<file path="src/rtl/ysyx_24100005_ifu.sv">
// Instruction fetch unit: owns the architectural PC, issues one fetch per
// instruction over a valid/ready request channel, captures the returned word
// in a holding register and offers it to the core with valid/ready.
// A redirect from the core replaces the PC and kills any fetch in flight.
//
// Ports:
//   clk, rst                      clock, asynchronous active-low reset
//   imem_req_valid/ready/addr     fetch request channel (addr == pc)
//   imem_rsp_valid/data           fetch response strobe and word
//   inst_valid/ready, inst,       held instruction toward the core
//   inst_pc
//   redirect_valid, redirect_pc   non-sequential next PC (low 2 bits dropped)
//   pc                            current fetch PC
module ysyx_24100005_ifu #(
  parameter int unsigned        ADDR_W   = 32,
  parameter logic [ADDR_W-1:0]  RESET_PC = 32'h8000_0000
) (
  input  logic              clk,
  input  logic              rst,
  output logic              imem_req_valid,
  input  logic              imem_req_ready,
  output logic [ADDR_W-1:0] imem_req_addr,
  input  logic              imem_rsp_valid,
  input  logic [31:0]       imem_rsp_data,
  output logic              inst_valid,
  input  logic              inst_ready,
  output logic [31:0]       inst,
  output logic [ADDR_W-1:0] inst_pc,
  input  logic              redirect_valid,
  input  logic [ADDR_W-1:0] redirect_pc,
  output logic [ADDR_W-1:0] pc
);

  typedef enum logic [1:0] {
    S_IDLE,
    S_REQ,
    S_WAIT,
    S_HOLD
  } state_t;

  state_t            state;
  state_t            state_next;
  logic              drop;
  logic              drop_next;
  logic              pc_we;
  logic [ADDR_W-1:0] pc_next;
  logic              capture;
  logic [ADDR_W-1:0] redirect_aligned;

  // Redirect targets are forced to word alignment.
  assign redirect_aligned = redirect_pc & ~ADDR_W'(3);
  assign imem_req_addr    = pc;

  // State register
  always_ff @(posedge clk or negedge rst) begin
    if (!rst) begin
      state <= S_IDLE;
    end else begin
      state <= state_next;
    end
  end

  // Next-state logic
  always_comb begin
    state_next = state;
    unique case (state)
      S_IDLE: state_next = S_REQ;
      S_REQ: begin
        if (!redirect_valid && imem_req_ready) state_next = S_WAIT;
      end
      S_WAIT: begin
        // A response that is stale (drop) or collides with a redirect is
        // discarded and a fresh fetch is started from the new PC.
        if (imem_rsp_valid) begin
          state_next = (drop || redirect_valid) ? S_REQ : S_HOLD;
        end
      end
      S_HOLD: begin
        if (redirect_valid || inst_ready) state_next = S_REQ;
      end
      default: state_next = S_IDLE;
    endcase
  end

  // Output and datapath-control logic
  always_comb begin
    imem_req_valid = 1'b0;
    inst_valid     = 1'b0;
    pc_we          = 1'b0;
    pc_next        = pc;
    capture        = 1'b0;
    drop_next      = drop;
    unique case (state)
      S_IDLE: ;
      S_REQ: begin
        imem_req_valid = !redirect_valid;
        if (redirect_valid) begin
          pc_we   = 1'b1;
          pc_next = redirect_aligned;
        end
      end
      S_WAIT: begin
        if (redirect_valid) begin
          pc_we   = 1'b1;
          pc_next = redirect_aligned;
        end
        if (imem_rsp_valid) begin
          drop_next = 1'b0;
          capture   = !drop && !redirect_valid;
        end else if (redirect_valid) begin
          // Only one fetch is outstanding, so a single flag covers any
          // number of back-to-back redirects before the response.
          drop_next = 1'b1;
        end
      end
      S_HOLD: begin
        inst_valid = !redirect_valid;
        if (redirect_valid) begin
          pc_we   = 1'b1;
          pc_next = redirect_aligned;
        end else if (inst_ready) begin
          pc_we   = 1'b1;
          pc_next = pc + ADDR_W'(4);
        end
      end
      default: ;
    endcase
  end

  // Datapath registers
  always_ff @(posedge clk or negedge rst) begin
    if (!rst) begin
      pc      <= RESET_PC;
      inst    <= '0;
      inst_pc <= '0;
      drop    <= 1'b0;
    end else begin
      drop <= drop_next;
      if (pc_we) pc <= pc_next;
      if (capture) begin
        inst    <= imem_rsp_data;
        inst_pc <= pc;
      end
    end
  end

endmodule

</file>
<file path="config.mk">
export PLATFORM = sky130hd
export DESIGN_NAME = ysyx_24100005_ifu
export DESIGN_NICKNAME = d
export VERILOG_FILES = /design/src/rtl/ysyx_24100005_ifu.sv
export SDC_FILE = /design/constraint.sdc
export NUM_CORES = 1
export LEC_CHECK = 0
export BUFFER_PORTS_ARGS = -buffer_cell sky130_fd_sc_hd__buf_4
export CORE_MARGIN = 8
export CORE_UTILIZATION = 44
export DETAILED_ROUTE_END_ITERATION = 6
export PLACE_DENSITY = 0.75
export SLEW_MARGIN = 20
export SYNTH_ARGS = -nofsm -noshare
export SYNTH_HDL_FRONTEND = slang
export SYNTH_SLANG_ARGS = --single-unit
</file>
<file path="constraint.sdc">
create_clock -name clk -period 6.5 [get_ports clk]
set_input_delay 1.3 -clock clk [delete_from_list [all_inputs] [get_ports clk]]
set_output_delay 1.3 -clock clk [all_outputs]
set_load 0.02 [all_outputs]
</file>
# After elaboration in Yosys (flattened, before gate mapping)
# Cells that the tools add are included.
# Widths: inputs -> output; s select.
totals:
  word_cells: 46
  inputBits: 70
  ff_bits: 99
  output_inout_bits: 130
classes:
  reduce_logical: 13
  eq_ne: 8
  muxes: 19
  n_addsub: 1
ops:
  columns: ["op", "count"]
  rows:
  - ["$mux 32", 3]
  - ["$pmux 32 s2", 1]
  - ["$add 32x3->32 const B", 1]
  - ["$mux 1", 9]
  - ["$mux 2", 4]
  - ["$pmux 2 s4", 1]
  - ["$ne 2x2->1 const B", 3]
  - ["$eq 2x2->1 const B", 2]
  - ["$reduce_and 4->1", 1]
  - ["$reduce_bool 2->1", 2]
  - ["$ne 3x3->1 const B", 1]
  - ["$reduce_and 3->1", 1]
  - ["$eq 2x1->1 const B", 1]
  - ["$logic_and 1x1->1", 2]
  - ["$logic_not 1->1", 2]
  - ["$logic_not 2->1", 1]
  - ["$logic_or 1x1->1", 2]
  - ["$ne 2x1->1 const B", 1]
  - ["$pmux 1 s2", 1]
  - ["$reduce_and 2->1", 1]
  - ["$reduce_or 2->1", 1]

# Depth between registers and ports, before layout
depth:
  depth_word: 4
  mapped_depth: 9

# Worst setup path after synthesis
# No wires, ideal clock.
synth_path:
  path_kind: "input to output"
  from: "input redirect_valid"
  to: "output inst_valid"
  n_path_buf: 2
  cell_stages: 4
  arrival_ps: 2105
  setup_slack_ps: 3095
  cell_sequence: "nand2b_1 > clkbuf_1 > inv_2 > clkbuf_1"
synth_between:
  elab_chain_len: 2
synth_rtl:
  columns: ["item", "line", "rtl"]
  rows:
  - ["start, declared", "29", "input logic redirect_valid,"]
  - ["$logic_not 1->1", "117", "inst_valid = !redirect_valid;"]
  - ["$mux 1", "93", "unique case (state)"]
  - ["end, declared", "25", "output logic inst_valid,"]
# Every way passes these cells.

# Worst setup path after layout
# Same ends and word-level chain as after synthesis.

==> impl_metrics.json <==
{
  "status": "complete, no violations",
  "syn_avg_cell_area_um2": 11.1,
  "die_w_um": 119,
  "required_ns": 5.20,
  "synth_edf_count": 0,
  "synth-warning-count": 0,
  "arrival_ns": 2.67,
  "p_leak_nw": 2.91,
  "final.setup.tns_ns": 0,
  "path_class": "in -> out",
  "finalSetupViolCount": 0,
  "fin_crit_ns": 3.97,
  "placed_cell_area_um2": 5990,
  "power_density_nw_per_um2": 534,
  "grt_pass1_wl_um": 21100,
  "slowest_delay_ns": 0.57,
  "grt_overflow": 0,
  "synth-main-ff-cell": "dfrtp_1",
  "max_slew_margin": 0.316,
  "critPathBufInv": 4,
  "min_from": "inst_pc[3]$_DFFE_PN0P_",
  "busiest_layer": "met2",
  "hold_viol_final": 0,
  "peakVddDrop_mv": 0.294,
  "grt_max_degree": 64,
  "drive_gt1_frac": 0.493,
  "grt_setup_unrepaired": "no",
  "antenna_found_initial": 0,
  "ys_ff_latch": 95,
  "crit_family": "buffers and inverters",
  "max_clock_freq_ghz": 0.252,
  "cts_tree": "built",
  "diodes": 0,
  "insertion_delay_ns": 0.36,
  "post_drt_wl_per_cell_um": 17.9,
  "crit_slowest_cell": "inv_2",
  "die_y_um": 119,
  "r2r_end": "inst[5]$_DFFE_PN0P_",
  "ctsRootBufferMaster": "clkbuf_8",
  "area_growth_pct": 31.1,
  "met2_usage": 0.309,
  "drtPass1Iterations": 7,
  "crit_chain": "buf_4 > nand2b_1 > buf_4 > inv_2 > buf_4",
  "tightest_slew_ns": 1.03,
  "crit_path_end_kind": "output pin",
  "grt_util_met3": 0.0690,
  "fin_skew_ns": 0.00652,
  "min_to": "inst_pc[3]$_DFFE_PN0P_",
  "cts.clk_slew.worst_paths_ns": 0.09,
  "num-nets-final": 653,
  "fin_area_um2": 6170,
  "wirelength_um": 12800,
  "drv_slew": 0,
  "yosysSeqAreaShare": 0.505,
  "dpl.hpwl_um": 9700,
  "hold_buffers": 0,
  "grt_pass1_vias": 3964,
  "yosysTopAreaCell": "dfrtp_1",
  "numCtsBuffers": 9,
  "routabilityCongestion": 0.860,
  "min_path_type": "reg -> reg",
  "synthArstFlopShare": 1.00,
  "dp_cells": 702,
  "netlist_area_um2": 4710,
  "worst_hold_slack_ns": 0.514,
  "viasPerCell": 5.35,
  "ios": 200,
  "drc_errors": 0,
  "synth_cell_types": 54,
  "synth.top_cell.area_share": 0.500,
  "post_cts_resize_count": 0,
  "syn-instance-count": 425,
  "row_count": 37,
  "min_period_over_period": 0.611,
  "cts.sinks": 95,
  "hold_path_depth": 1,
  "die_area_um2": 14300,
  "core_um2": 10400,
  "first_iter_violations": 187,
  "synth.area.top_cells": "dfrtp_1, mux2_2, buf_4",
  "fillers": 870,
  "reg2reg_slack_ns": 3.93,
  "max_cap_violations": 0,
  "post_cts_buffers": 0,
  "crit_path_frequent_cell": "buf_4",
  "cp_max_fo": 46,
  "use_met1": 0.205,
  "timing.rr.start": "state[0]$_DFFE_PN0P_",
  "start_util": 0.454,
  "port_buffers": 191,
  "clockBufferDepth": 2,
  "cp-start-kind": "primary input",
  "grt.total_usage": 0.181,
  "ant_nets": 0,
  "r2r_cells": 7,
  "instances_no_fill": 718,
  "vias": 3839,
  "htreeDepth": 3
}
==> area by class of cell <==
cell class	count	area [µm²]	share of cell area
timing repair buffer	194	1460	0.236
clock inverter	6	52.6	0.00852
multi-input combinational	268	1950	0.316
inverter	9	33.8	0.00548
tap	136	170	0.0276
sequential	95	2380	0.386
clock buffer	10	128	0.0207
==> cell usage in the layout, fill, tap and decap left out, drive strengths merged, types with 2 or more instances in the layout <==
master and instances:
or2 2, buf 194, nand4 5, o21ai 16, inv 12, o22ai 12, nor3 6, and2 3
nand2b 4, clkbuf 10, mux2i 3, a2bb2oi 4, ha 6, mux2 62, nand2 23, and3 2
a311oi 3, nand3 11, and4 4, dfrtp 94, a31oi 4, nor2 25, nor4 4, a21o 2
a21oi 36, clkinvlp 2, conb 6, o31ai 2, a211oi 7, o41ai 3, nor2b 2
==> synthesized netlist by cell type (all sizes together) (2+ instances only) <==
library cell / number
nand3: 11
ha: 6
nand2: 23
o22ai: 12
nor3: 6
buf: 47
mux2i: 3
dfrtp: 94
or2: 2
a21oi: 36
nand2b: 4
a31oi: 4
and4: 4
nor4: 4
a211oi: 7
a21o: 2
o31ai: 2
clkbuf: 11
nor2: 25
o41ai: 3
and2: 3
a2bb2oi: 4
nor2b: 2
and3: 2
mux2: 62
nand4: 5
o21ai: 16
a311oi: 3
inv: 9
==> power by group <==
group	leakage (nW)	total [W]	switching [W]	internal [W]
clock	0.0854	0.000364	0.000219	0.000145
combinational	1.67	0.00177	0.000983	0.000788
sequential	1.16	0.00116	0.000281	0.000875
total	2.91	0.00329	0.00148	0.00181
==> through the flow <==
step | power, W | setup WS (ns) | utilization
2_1_floorplan | 0.00227 | 3.10 | -
6_report | 0.00329 | 2.53 | 0.595
5_1_grt | 0.00351 | 2.44 | 0.595
3_3_place_gp | 0.00290 | 2.59 | 0.577
4_1_cts | 0.00333 | 2.57 | 0.595
3_5_place_dp | 0.00297 | 2.57 | 0.577
==> state kept, by name, summed over array words and instances (netlist names) <==
| register | cells |
|---|---|
| state | 2 |
| inst_pc | 30 |
| inst | 32 |
| imem_req_addr | 30 |
| drop | 1 |
==> logic make-up after synthesis <==
kind of cell,synth area share
adders and majority gates,0.0160
other,0.000797
buffers and inverters,0.0861
and+or+nand+nor,0.106
AOI/OAI and AO/OA,0.131
DFF,0.505
muxes,0.155
==> how the worst max path moves through the flow <==
stage	from	to	slack, ns	cells past startpoint
after CTS	redirect_valid	inst_valid	2.57	5
final	redirect_valid	inst_valid	2.53	5
after floorplan	redirect_valid	inst_valid	3.10	4
after global routing	redirect_valid	inst_valid	2.44	5
after detailed placement	redirect_valid	inst_valid	2.57	5
after global placement	redirect_valid	inst_valid	2.59	5
==> metal layers <==
layer	up-vias	part of all wire
li1	1795	-
met1	1889	0.38
met2	141	0.53
met3	14	0.082
met4	0	0.014
met5	-	0
Power figures use the tool's default switching activity.
